## src/rtl/lfsr_pkg.sv

```systemverilog
// Shared types and constants for the LFSR16_1002D generator/checker test sequencer.
`timescale 1ns/1ps
package lfsr_pkg;

    localparam int unsigned LFSR_W_DEF  = 8;
    localparam int unsigned SEED_CYCLES = 2;

    typedef enum logic [3:0] {
        IDLE,
        SEED,
        LOCK_WAIT,
        CLEAN,
        INJECT,
        UNLOCK_WAIT,
        RELOCK_WAIT,
        FAIL,
        DONE
    } state_t;

    localparam logic [2:0] ERR_NONE      = 3'd0;
    localparam logic [2:0] ERR_LOCK_TO   = 3'd1;
    localparam logic [2:0] ERR_NO_UNLOCK = 3'd2;
    localparam logic [2:0] ERR_RELOCK_TO = 3'd3;
    localparam logic [2:0] ERR_LOCK_LOST = 3'd4;

    function automatic int unsigned umax(input int unsigned a, input int unsigned b);
        return (a > b) ? a : b;
    endfunction

endpackage

```

## src/rtl/lfsr_check_sequencer_seq_timer.sv

```systemverilog
// Loadable down-counter; holds at zero and flags expiry there.
`timescale 1ns/1ps
module seq_timer #(
    parameter int unsigned W = 7
) (
    input  logic         clk,
    input  logic         i_rst_n,
    input  logic         i_load,
    input  logic [W-1:0] i_load_val,
    output logic [W-1:0] o_count,
    output logic         o_expired
);

    logic [W-1:0] r_count;

    always_ff @(posedge clk or negedge i_rst_n) begin
        if (!i_rst_n) begin
            r_count <= '0;
        end else if (i_load) begin
            r_count <= i_load_val;
        end else if (r_count != '0) begin
            r_count <= r_count - W'(1);
        end
    end

    assign o_count   = r_count;
    assign o_expired = (r_count == '0);

endmodule

```

## src/rtl/lfsr_check_sequencer.sv

```systemverilog
// Autonomous seed/lock/corrupt/relock sequencer driving the LFSR generator-checker pair.
`timescale 1ns/1ps
module lfsr_check_sequencer
    import lfsr_pkg::*;
#(
    parameter int unsigned LFSR_W         = LFSR_W_DEF,
    parameter int unsigned LOCK_TIMEOUT   = 64,
    parameter int unsigned UNLOCK_TIMEOUT = 16,
    parameter int unsigned CLEAN_CYCLES   = 32,
    parameter int unsigned CORRUPT_CYCLES = 4
) (
    input  logic              clk,
    input  logic              i_rst_n,
    input  logic              i_start,
    input  logic [LFSR_W-1:0] i_seed,
    input  logic [7:0]        i_iterations,
    input  logic              i_lock,
    output logic              o_valid,
    output logic              o_soft_rst,
    output logic [LFSR_W-1:0] o_seed,
    output logic              o_corrupt,
    output logic              o_busy,
    output logic              o_done,
    output logic              o_pass,
    output logic [2:0]        o_err_code,
    output logic [7:0]        o_iter_cnt
);

    localparam int unsigned TMAX = umax(umax(LOCK_TIMEOUT, UNLOCK_TIMEOUT),
                                        umax(CLEAN_CYCLES, SEED_CYCLES));
    localparam int unsigned TW   = $clog2(TMAX) + 1;

    localparam logic [TW-1:0] T_SEED      = TW'(SEED_CYCLES - 1);
    localparam logic [TW-1:0] T_LOCK      = TW'(LOCK_TIMEOUT - 1);
    localparam logic [TW-1:0] T_CLEAN     = TW'(CLEAN_CYCLES - 1);
    localparam logic [TW-1:0] T_UNLOCK    = TW'(UNLOCK_TIMEOUT - 1);
    localparam logic [TW-1:0] T_BURST_END = TW'(UNLOCK_TIMEOUT - CORRUPT_CYCLES);

    state_t             r_state;
    logic               r_start_prev;
    logic               r_valid;
    logic               r_soft_rst;
    logic               r_corrupt;
    logic               r_busy;
    logic               r_done;
    logic               r_pass;
    logic [2:0]         r_err;
    logic [7:0]         r_iter;
    logic [7:0]         r_iter_lim;
    logic [LFSR_W-1:0]  r_seed;

    state_t             w_state_nxt;
    logic               w_start_rise;
    logic               w_tmr_load;
    logic [TW-1:0]      w_tmr_val;
    logic [TW-1:0]      w_tmr_cnt;
    logic               w_tmr_exp;
    logic               w_pass_nxt;
    logic [2:0]         w_err_nxt;
    logic [7:0]         w_iter_nxt;
    logic [7:0]         w_lim_nxt;
    logic [LFSR_W-1:0]  w_seed_nxt;
    logic               w_valid_nxt;
    logic               w_soft_nxt;
    logic               w_corrupt_nxt;
    logic               w_busy_nxt;
    logic               w_done_nxt;

    assign w_start_rise = i_start & ~r_start_prev;

    seq_timer #(.W(TW)) u_timer (
        .clk        (clk),
        .i_rst_n    (i_rst_n),
        .i_load     (w_tmr_load),
        .i_load_val (w_tmr_val),
        .o_count    (w_tmr_cnt),
        .o_expired  (w_tmr_exp)
    );

    always_comb begin
        w_state_nxt = r_state;
        w_tmr_load  = 1'b0;
        w_tmr_val   = '0;
        w_seed_nxt  = r_seed;
        w_lim_nxt   = r_iter_lim;
        w_iter_nxt  = r_iter;
        w_err_nxt   = r_err;
        w_pass_nxt  = r_pass;
        case (r_state)
            IDLE, DONE: begin
                if (w_start_rise) begin
                    w_state_nxt = SEED;
                    w_tmr_load  = 1'b1;
                    w_tmr_val   = T_SEED;
                    w_seed_nxt  = i_seed;
                    w_lim_nxt   = i_iterations;
                    w_iter_nxt  = '0;
                    w_err_nxt   = ERR_NONE;
                    w_pass_nxt  = 1'b0;
                end
            end
            SEED: begin
                if (w_tmr_exp) begin
                    w_state_nxt = LOCK_WAIT;
                    w_tmr_load  = 1'b1;
                    w_tmr_val   = T_LOCK;
                end
            end
            LOCK_WAIT: begin
                if (i_lock) begin
                    w_state_nxt = CLEAN;
                    w_tmr_load  = 1'b1;
                    w_tmr_val   = T_CLEAN;
                end else if (w_tmr_exp) begin
                    w_state_nxt = FAIL;
                    w_err_nxt   = ERR_LOCK_TO;
                end
            end
            CLEAN: begin
                if (!i_lock) begin
                    w_state_nxt = FAIL;
                    w_err_nxt   = ERR_LOCK_LOST;
                end else if (w_tmr_exp) begin
                    if (r_iter == r_iter_lim) begin
                        w_state_nxt = DONE;
                        w_pass_nxt  = 1'b1;
                    end else begin
                        w_state_nxt = INJECT;
                        w_tmr_load  = 1'b1;
                        w_tmr_val   = T_UNLOCK;
                    end
                end
            end
            // One timer spans INJECT and UNLOCK_WAIT; the burst ends at a fixed count within it.
            INJECT, UNLOCK_WAIT: begin
                if (!i_lock) begin
                    w_state_nxt = RELOCK_WAIT;
                    w_tmr_load  = 1'b1;
                    w_tmr_val   = T_LOCK;
                end else if (w_tmr_exp) begin
                    w_state_nxt = FAIL;
                    w_err_nxt   = ERR_NO_UNLOCK;
                end else if (r_state == INJECT && w_tmr_cnt == T_BURST_END) begin
                    w_state_nxt = UNLOCK_WAIT;
                end
            end
            RELOCK_WAIT: begin
                if (i_lock) begin
                    w_state_nxt = CLEAN;
                    w_tmr_load  = 1'b1;
                    w_tmr_val   = T_CLEAN;
                    if (r_iter != 8'hFF) begin
                        w_iter_nxt = r_iter + 8'd1;
                    end
                end else if (w_tmr_exp) begin
                    w_state_nxt = FAIL;
                    w_err_nxt   = ERR_RELOCK_TO;
                end
            end
            FAIL: begin
                w_state_nxt = DONE;
                w_pass_nxt  = 1'b0;
            end
            default: begin
                w_state_nxt = IDLE;
            end
        endcase

        w_valid_nxt   = (w_state_nxt == LOCK_WAIT) || (w_state_nxt == CLEAN) ||
                        (w_state_nxt == INJECT) || (w_state_nxt == UNLOCK_WAIT) ||
                        (w_state_nxt == RELOCK_WAIT);
        w_soft_nxt    = (w_state_nxt == SEED);
        w_corrupt_nxt = (w_state_nxt == INJECT);
        w_busy_nxt    = (w_state_nxt != IDLE) && (w_state_nxt != DONE);
        w_done_nxt    = (w_state_nxt == DONE);
    end

    always_ff @(posedge clk or negedge i_rst_n) begin
        if (!i_rst_n) begin
            r_state      <= IDLE;
            r_start_prev <= 1'b0;
            r_valid      <= 1'b0;
            r_soft_rst   <= 1'b0;
            r_corrupt    <= 1'b0;
            r_busy       <= 1'b0;
            r_done       <= 1'b0;
            r_pass       <= 1'b0;
            r_err        <= ERR_NONE;
            r_iter       <= '0;
            r_iter_lim   <= '0;
            r_seed       <= '0;
        end else begin
            r_state      <= w_state_nxt;
            r_start_prev <= i_start;
            r_valid      <= w_valid_nxt;
            r_soft_rst   <= w_soft_nxt;
            r_corrupt    <= w_corrupt_nxt;
            r_busy       <= w_busy_nxt;
            r_done       <= w_done_nxt;
            r_pass       <= w_pass_nxt;
            r_err        <= w_err_nxt;
            r_iter       <= w_iter_nxt;
            r_iter_lim   <= w_lim_nxt;
            r_seed       <= w_seed_nxt;
        end
    end

    assign o_valid    = r_valid;
    assign o_soft_rst = r_soft_rst;
    assign o_seed     = r_seed;
    assign o_corrupt  = r_corrupt;
    assign o_busy     = r_busy;
    assign o_done     = r_done;
    assign o_pass     = r_pass;
    assign o_err_code = r_err;
    assign o_iter_cnt = r_iter;

endmodule

```

## config.mk

```make
export PLATFORM = sky130hd
export DESIGN_NAME = lfsr_check_sequencer
export DESIGN_NICKNAME = d
export VERILOG_FILES = /design/src/rtl/lfsr_pkg.sv /design/src/rtl/lfsr_check_sequencer_seq_timer.sv /design/src/rtl/lfsr_check_sequencer.sv
export SDC_FILE = /design/constraint.sdc
export NUM_CORES = 1
export LEC_CHECK = 0
export CAP_MARGIN = 20
export CELL_PAD_IN_SITES_DETAIL_PLACEMENT = 1
export CELL_PAD_IN_SITES_GLOBAL_PLACEMENT = 2
export CORE_AREA = 8 8 95 97
export CTS_BUF_LIST = sky130_fd_sc_hd__clkbuf_4 sky130_fd_sc_hd__clkbuf_8
export CTS_CLUSTER_SIZE = 12
export DETAILED_ROUTE_END_ITERATION = 8
export DIE_AREA = 0 0 103 105
export PLACE_DENSITY_LB_ADDON = 0.12
export SLEW_MARGIN = 20
export SYNTH_ARGS = -nofsm -noshare
export SYNTH_HDL_FRONTEND = slang
export SYNTH_SLANG_ARGS = --single-unit
```

## constraint.sdc

```tcl
create_clock -name clk -period 2.5 [get_ports clk]
set_clock_uncertainty 0.1 [all_clocks]
set_input_delay 0.5 -clock clk [delete_from_list [all_inputs] [get_ports clk]]
set_output_delay 0.5 -clock clk [all_outputs]
set_load 0.03 [all_outputs]
```

==> out/results.txt, run 1 <==
# diodes: 0
Final ANT Viol Nets: 0
Mapped Cells: 255
max-slew violation count: 0
Die H: 105 um
worst setup path class: reg2reg
TNS Setup: 0 ps
total global-route track usage: 0.134
CTS tree: done
crit path DAT: 2430 ps
critical path's largest stage delay: 360 ps
multi-input logic area: 1170 um2
CTS Sinks: 45
Finished Cell Area: 3170 um2
port bufs: 44
# rows: 32
CP required: 2580 ps
most frequent cells in the layout: nand2_1, dfrtp_1, clkdlybuf4s50_1, buf_4, xnor2_1
Hold/Removal Path Class: in2async
vias in the first global route: 2,194
Num CTS Buffers: 5
post-synth top area share: 0.469
Async S/R FF share, synth: 1.00
Synth cell types: 48
Worst Setup End Kind: flip-flop
Synth area leaders: dfrtp_1, nand2_1, xnor2_1
Main synth FF type: dfrtp_1
Max Clk Rate: 426 MHz
Die Wd: 103 um
Initial DRC Count: 49
sequence of cells on the critical path: inv_1 > ha_1 > nor4b_4 > buf_4 > and2_1 > buf_4 > o31ai_4 > and2_4 > inv_1 > or3_1
final hold viol count: 0
Clock Tree Buf Depth: 2
vias: 2,023
DP Wirelength: 4.93 mm
WHS: 52.5 ps
Tmin final: 2350 ps
Clock Latency Late Sink: 290 ps
first-pass GRT wire length: 11.5 mm
# nets final: 334
P_leak: 1.36 nW
Placer Congestion: 0.732
Post-synth EDFFs: 0
Via density: 4.89
Ports: 45
Clock Pin Slew Worst Setup and Hold Paths: 90 ps
antenna violations before repair: 0
DRC violations left: 0
pin count of the biggest net entering global routing: 27
Cell Area, Placed: 3030 um2
DRT Pass-1 Iters: 4
crit path buf inv count: 4
synth warn: 0
Remaining Overflow, GRT: 0
final std cells w/o fill: 414
period utilization: 0.940
# setup viols final: 0
relative slew slack: 0.652
Seq/Total Area, Yosys: 0.469
WL final: 6.62 mm
# H-tree levels: 2
slowest cell on the critical path: dfrtp_1
CP Max Fanout: 8
Syn-to-layout area delta: 32.0%
Synth Net Count: 278
#FFs+latches synth: 45
Largest delay share family, worst path: simple AND/OR/NAND/NOR gates
WL/cell: 16.0 um
Worst setup SP type: flip-flop
Worst R2R Setup Slack: 150 ps
FF/Latch Area: 1130 um2
outcome: completed
Root Buffer: clkbuf_8
Initial Utilization: 0.319
commonest non-fill, non-tap cell in the layout: nand2_1
RSZ-0062 raised after global routing: false
layout cells sized above 1: 0.147
Worst Tran Pin Value: 521 ps
area leader, netlist: dfrtp_1
placed cell count: 405
# fillers: 895
core footprint: 7530 um2
Power Dens Cells: 1190 nW/um2
Avg Inst Size Synth: 9.42 um2
Syn Std Cell Area: 2400 um2
Die ar.: 10,800 um2
peak supply drop: 0.000422 V
max cap viols: 0
-- cells by family after synthesis --
| kind of cell | count (synthesis) | share of synthesized area |
|---|---|---|
| buf+inv | 25 | 0.0526 |
| simple gates | 112 | 0.236 |
| fa+ha+maj | 3 | 0.0156 |
| compound gates | 48 | 0.140 |
| mux | 7 | 0.0318 |
| xor+xnor | 15 | 0.0547 |
| flops | 45 | 0.469 |
-- area by class of cell --
type / count / area share
well taps: 102 / 0.0402
flip-flops and latches: 45 / 0.355
clock inverters: 1 / 0.00947
repair buffers: 64 / 0.185
clock buffers: 7 / 0.0284
multi-input cells: 185 / 0.370
inverters: 10 / 0.0118
-- flip-flops by register name, summed over array words and instances, names as in the netlist, 3 cells and up --
register,cells
r_state,4
o_err_code,3
u_timer.o_count,7
o_iter_cnt,8
o_seed,8
r_iter_lim,8
-- where the power goes --
part | internal (mW) | switching [mW] | total, mW
combinational | 0.844 | 0.995 | 1.84
sequential | 1.02 | 0.319 | 1.34
clock | 0.337 | 0.254 | 0.592
-- per-stage QoR --
| stage | setup WS (ps) | power, mW | util |
|---|---|---|---|
| finish | 151 | 3.77 | 0.421 |
| global route | 20.9 | 4.07 | 0.421 |
| CTS | 62.5 | 3.80 | 0.418 |
| detailed placement | 50.4 | 3.18 | 0.402 |
| global placement | 90.8 | 3.16 | 0.402 |
| floorplan | 449 | 2.46 | - |
-- per-layer routing --
layer | share of wire | GRT usage | vias up
li1 | - | - | 994
met1 | 0.48 | 0.176 | 991
met2 | 0.47 | 0.208 | 33
met3 | 0.046 | 0.0385 | 5
met4 | 0.0086 | 0.0383 | 0
met5 | 0 | 0 | -
-- synthesized netlist by cell type (2+ instances only) --
master / n
clkbuf_1: 5
nor3_1: 9
a21o_1: 2
buf_6: 3
dfrtp_1: 45
and2_1: 2
nor2_1: 12
nand3_1: 6
nor2b_1: 2
buf_2: 5
o22ai_1: 2
mux2i_1: 2
nand4b_1: 2
nand2_1: 56
nand4_1: 3
a31oi_1: 7
a21oi_1: 12
or3_1: 2
a211oi_1: 5
nand2b_1: 4
xnor2_1: 15
ha_1: 3
o31ai_1: 4
inv_1: 10
and3_1: 4
o21ai_0: 6
nor2_2: 2
mux2_2: 5
-- worst paths after layout --
check | from | end | depth (start not counted)
setup / recovery | u_timer.o_count[1] | o_busy | 10
hold / removal | i_rst_n | o_seed[2] | 1
setup reg to reg | u_timer.o_count[1] | o_busy | 10
hold reg to reg | o_seed[2] | o_seed[2] | 2
max in group asynchronous | i_rst_n | o_iter_cnt[0] | 2
min in group clk | o_seed[2] | o_seed[2] | 2
-- worst register-to-register path, stage by stage, from the launching register on --
cell	delay, ps
dfrtp_1	360
inv_1	80
ha_1	230
nor4b_4	140
buf_4	170
and2_1	200
buf_4	170
o31ai_4	200
and2_4	190
inv_1	50
or3_1	360
-- timing repair --
action,CTS,global route
setup endpoints to repair,0,6
hold buffers,0,0
setup buffers,0,1
gates resized for setup,0,3
Note: power is estimated with default switching activity, not from simulation.
==> run 2: changes to the inputs <==
Settings changed: ABC_CLOCK_PERIOD_IN_PS from default to 2500.
==> results of run 2 <==
The final DEF is identical to that of run 1; final timing and power are the same.
==> edit (config.mk and constraints of run 1) <==
The output `o_done` loses its register stage (`r_done` becomes a continuous assignment).
--- a/src/rtl/lfsr_check_sequencer.sv
+++ b/src/rtl/lfsr_check_sequencer.sv
@@ -184,5 +184,4 @@
             r_corrupt    <= 1'b0;
             r_busy       <= 1'b0;
-            r_done       <= 1'b0;
             r_pass       <= 1'b0;
             r_err        <= ERR_NONE;
@@ -197,5 +196,4 @@
             r_corrupt    <= w_corrupt_nxt;
             r_busy       <= w_busy_nxt;
-            r_done       <= w_done_nxt;
             r_pass       <= w_pass_nxt;
             r_err        <= w_err_nxt;
@@ -205,4 +203,6 @@
         end
     end
+
+    assign r_done = w_done_nxt;
 
     assign o_valid    = r_valid;
Check against the original RTL: not equivalent (Yosys sat finds a counterexample within 10 cycles, from zero or initial values and one cycle with i_rst_n low).
==> edit against run 1 <==
- the flow now finishes with violations (setup timing)
- sequential share of layout area down 2.5 points
- total power shrank 4.3%
- maximum frequency shrank 8.1%
- synthesized area fell by 0.26%
- count of clock-buffer cells in the layout is 2 lower
- critical path depth decreased by 1
- core utilization grew 2.2 points
- worst setup slack got worse by 0.21 ns
- final area increased by 5.2%
- routed wire length up 6.3%
- die area stayed put
- sequential cell count decreased by 1
- critical endpoint is now o_done
==> edit: results (changes against run 1) <==
| Metric | Value |
|---|---|
| Outcome | finished, violations left |
| Failing checks | setup timing |
| First-pass GRT wire length | 12020 um (+4.7%) |
| Routability cong. | 0.7881 (+7.7%) |
| Layout area overhead | 39.27% |
| Post-Syn Nets | 282 (+1.4%) |
| Place WS | -0.01164 ns (-0.06206 ns) |
| Crit path DAT | 1.96 ns (-0.47 ns) |
| Vias in the first global route | 2403 (+9.5%) |
| Hold Slack | 0.01560 ns (-0.03691 ns) |
| Synth top area cells | dfrtp_1, nand2_1, nor2_1, xor2_1, xnor2_1 |
| Post-detail-place hpwl | 5215 um (+5.9%) |
| Reg2reg setup slack | 0.15 ns |
| Multi-input logic portion of the cell area | 0.3776 (+0.007163) |
| Initial DRC count | 38 (-22%) |
| Via count | 2153 (+6.4%) |
| Clk_buf instances | 5 (-2) |
| Via density | 4.904 (+0.37%) |
| Fill count | 915 (+2.2%) |
| Layout cells sized above 1 | 0.2315 (+0.08402) |
| Avg Inst Size Synth | 9.251 um^2 (-1.8%) |
| Multi-In Gates | 193 (+4.3%) |
| Seq/total area | 0.3300 (-0.02507) |
| Headroom to the max-slew limit | 0.6509 (-0.0007790) |
| Total track usage | 0.1389 (+0.004825) |
| Die ar. | 10820 um^2 (unchanged) |
| # nets final | 360 (+7.8%) |
| Clk_lat worst skew | 0.29 ns (about the same) |
| VDD IR max | 0.3441 mV (-19%) |
| Most used flip-flop cell after synthesis | dfrtp_1 |
| Final WS setup | -0.05571 ns (-0.2065 ns) |
| Seq/Total Area, Yosys | 0.4595 (-0.009220) |
| Dpl cells | 425 (+4.9%) |
| Setup tns final | -0.05571 ns (-0.05571 ns) |
| Clock-cell share | 0.02437 (-0.01350) |
| Placed Instance Area | 3153 um^2 (+4.1%) |
| Endpoints failing setup | 1 (+1) |
| P_leak | 1.528 nW (+12%) |
| Crit-path max FO | 2 (-6) |
| Distinct cells, synth | 53 (+10%) |
| WL/cell | 16.03 um (+0.22%) |
edit: cell count changes after synthesis, sizes merged, moves of 3 or more:
| cell | before | now |
|---|---|---|
| xnor2 | 15 | 7 |
| xor2 | 0 | 8 |
| nor2 | 14 | 21 |
| buf | 10 | 5 |
| or2 | 0 | 5 |
| a31oi | 7 | 3 |
| nand2 | 56 | 60 |
| o31ai | 4 | 1 |
edit: critical path, stage by stage (launching register included):
cell	delay [ns]
dfrtp_1	0.40
inv_2	0.09
ha_4	0.14
nor4b_4	0.17
buf_4	0.16
nand2_4	0.06
nor4_4	0.27
buf_4	0.15
or2_4	0.11
buf_6	0.12
edit: worst paths after layout:
kind,endpoint,cells after the start
worst max register to register,o_err_code[1],8
worst min register to register,o_seed[0],2
worst max-delay path,o_done,9
max in group asynchronous,r_start_prev,2
worst min-delay path,o_seed[4],1
min in group clk,o_seed[0],2
edit: layer usage:
metal / global-route usage / share of wire / up-vias
li1: - / - / 1051
met1: 0.1749 / 0.45 / 1074
met2: 0.2334 / 0.52 / 26
met3: 0.03119 / 0.031 / 2
met4: 0.03102 / 0.0041 / 0
met5: 0 / 0 / -
edit: kinds of logic after synthesis:
family / synth area share
XOR/XNOR: 0.05483
adder cells (fa/ha/maj): 0.01567
multiplexers: 0.01828
flip-flops: 0.4595
AO/OA/AOI/OAI: 0.1452
AND/OR/NAND/NOR: 0.2700
buffers and inverters: 0.03656
edit: what timing repair did:
| item | CTS | global route |
|---|---|---|
| setup buffers | 7 | 0 |
| resized for setup | 11 | 1 |
| pin swaps | 4 | 0 |
| setup endpoints to repair | 1 | 1 |
edit: power breakdown:
part / switching, mW / internal [mW] / leakage [nW]
Sequential: 0.187 / 0.975 / 0.556
Combinational: 1.12 / 0.891 / 0.932
Clock: 0.242 / 0.190 / 0.0400
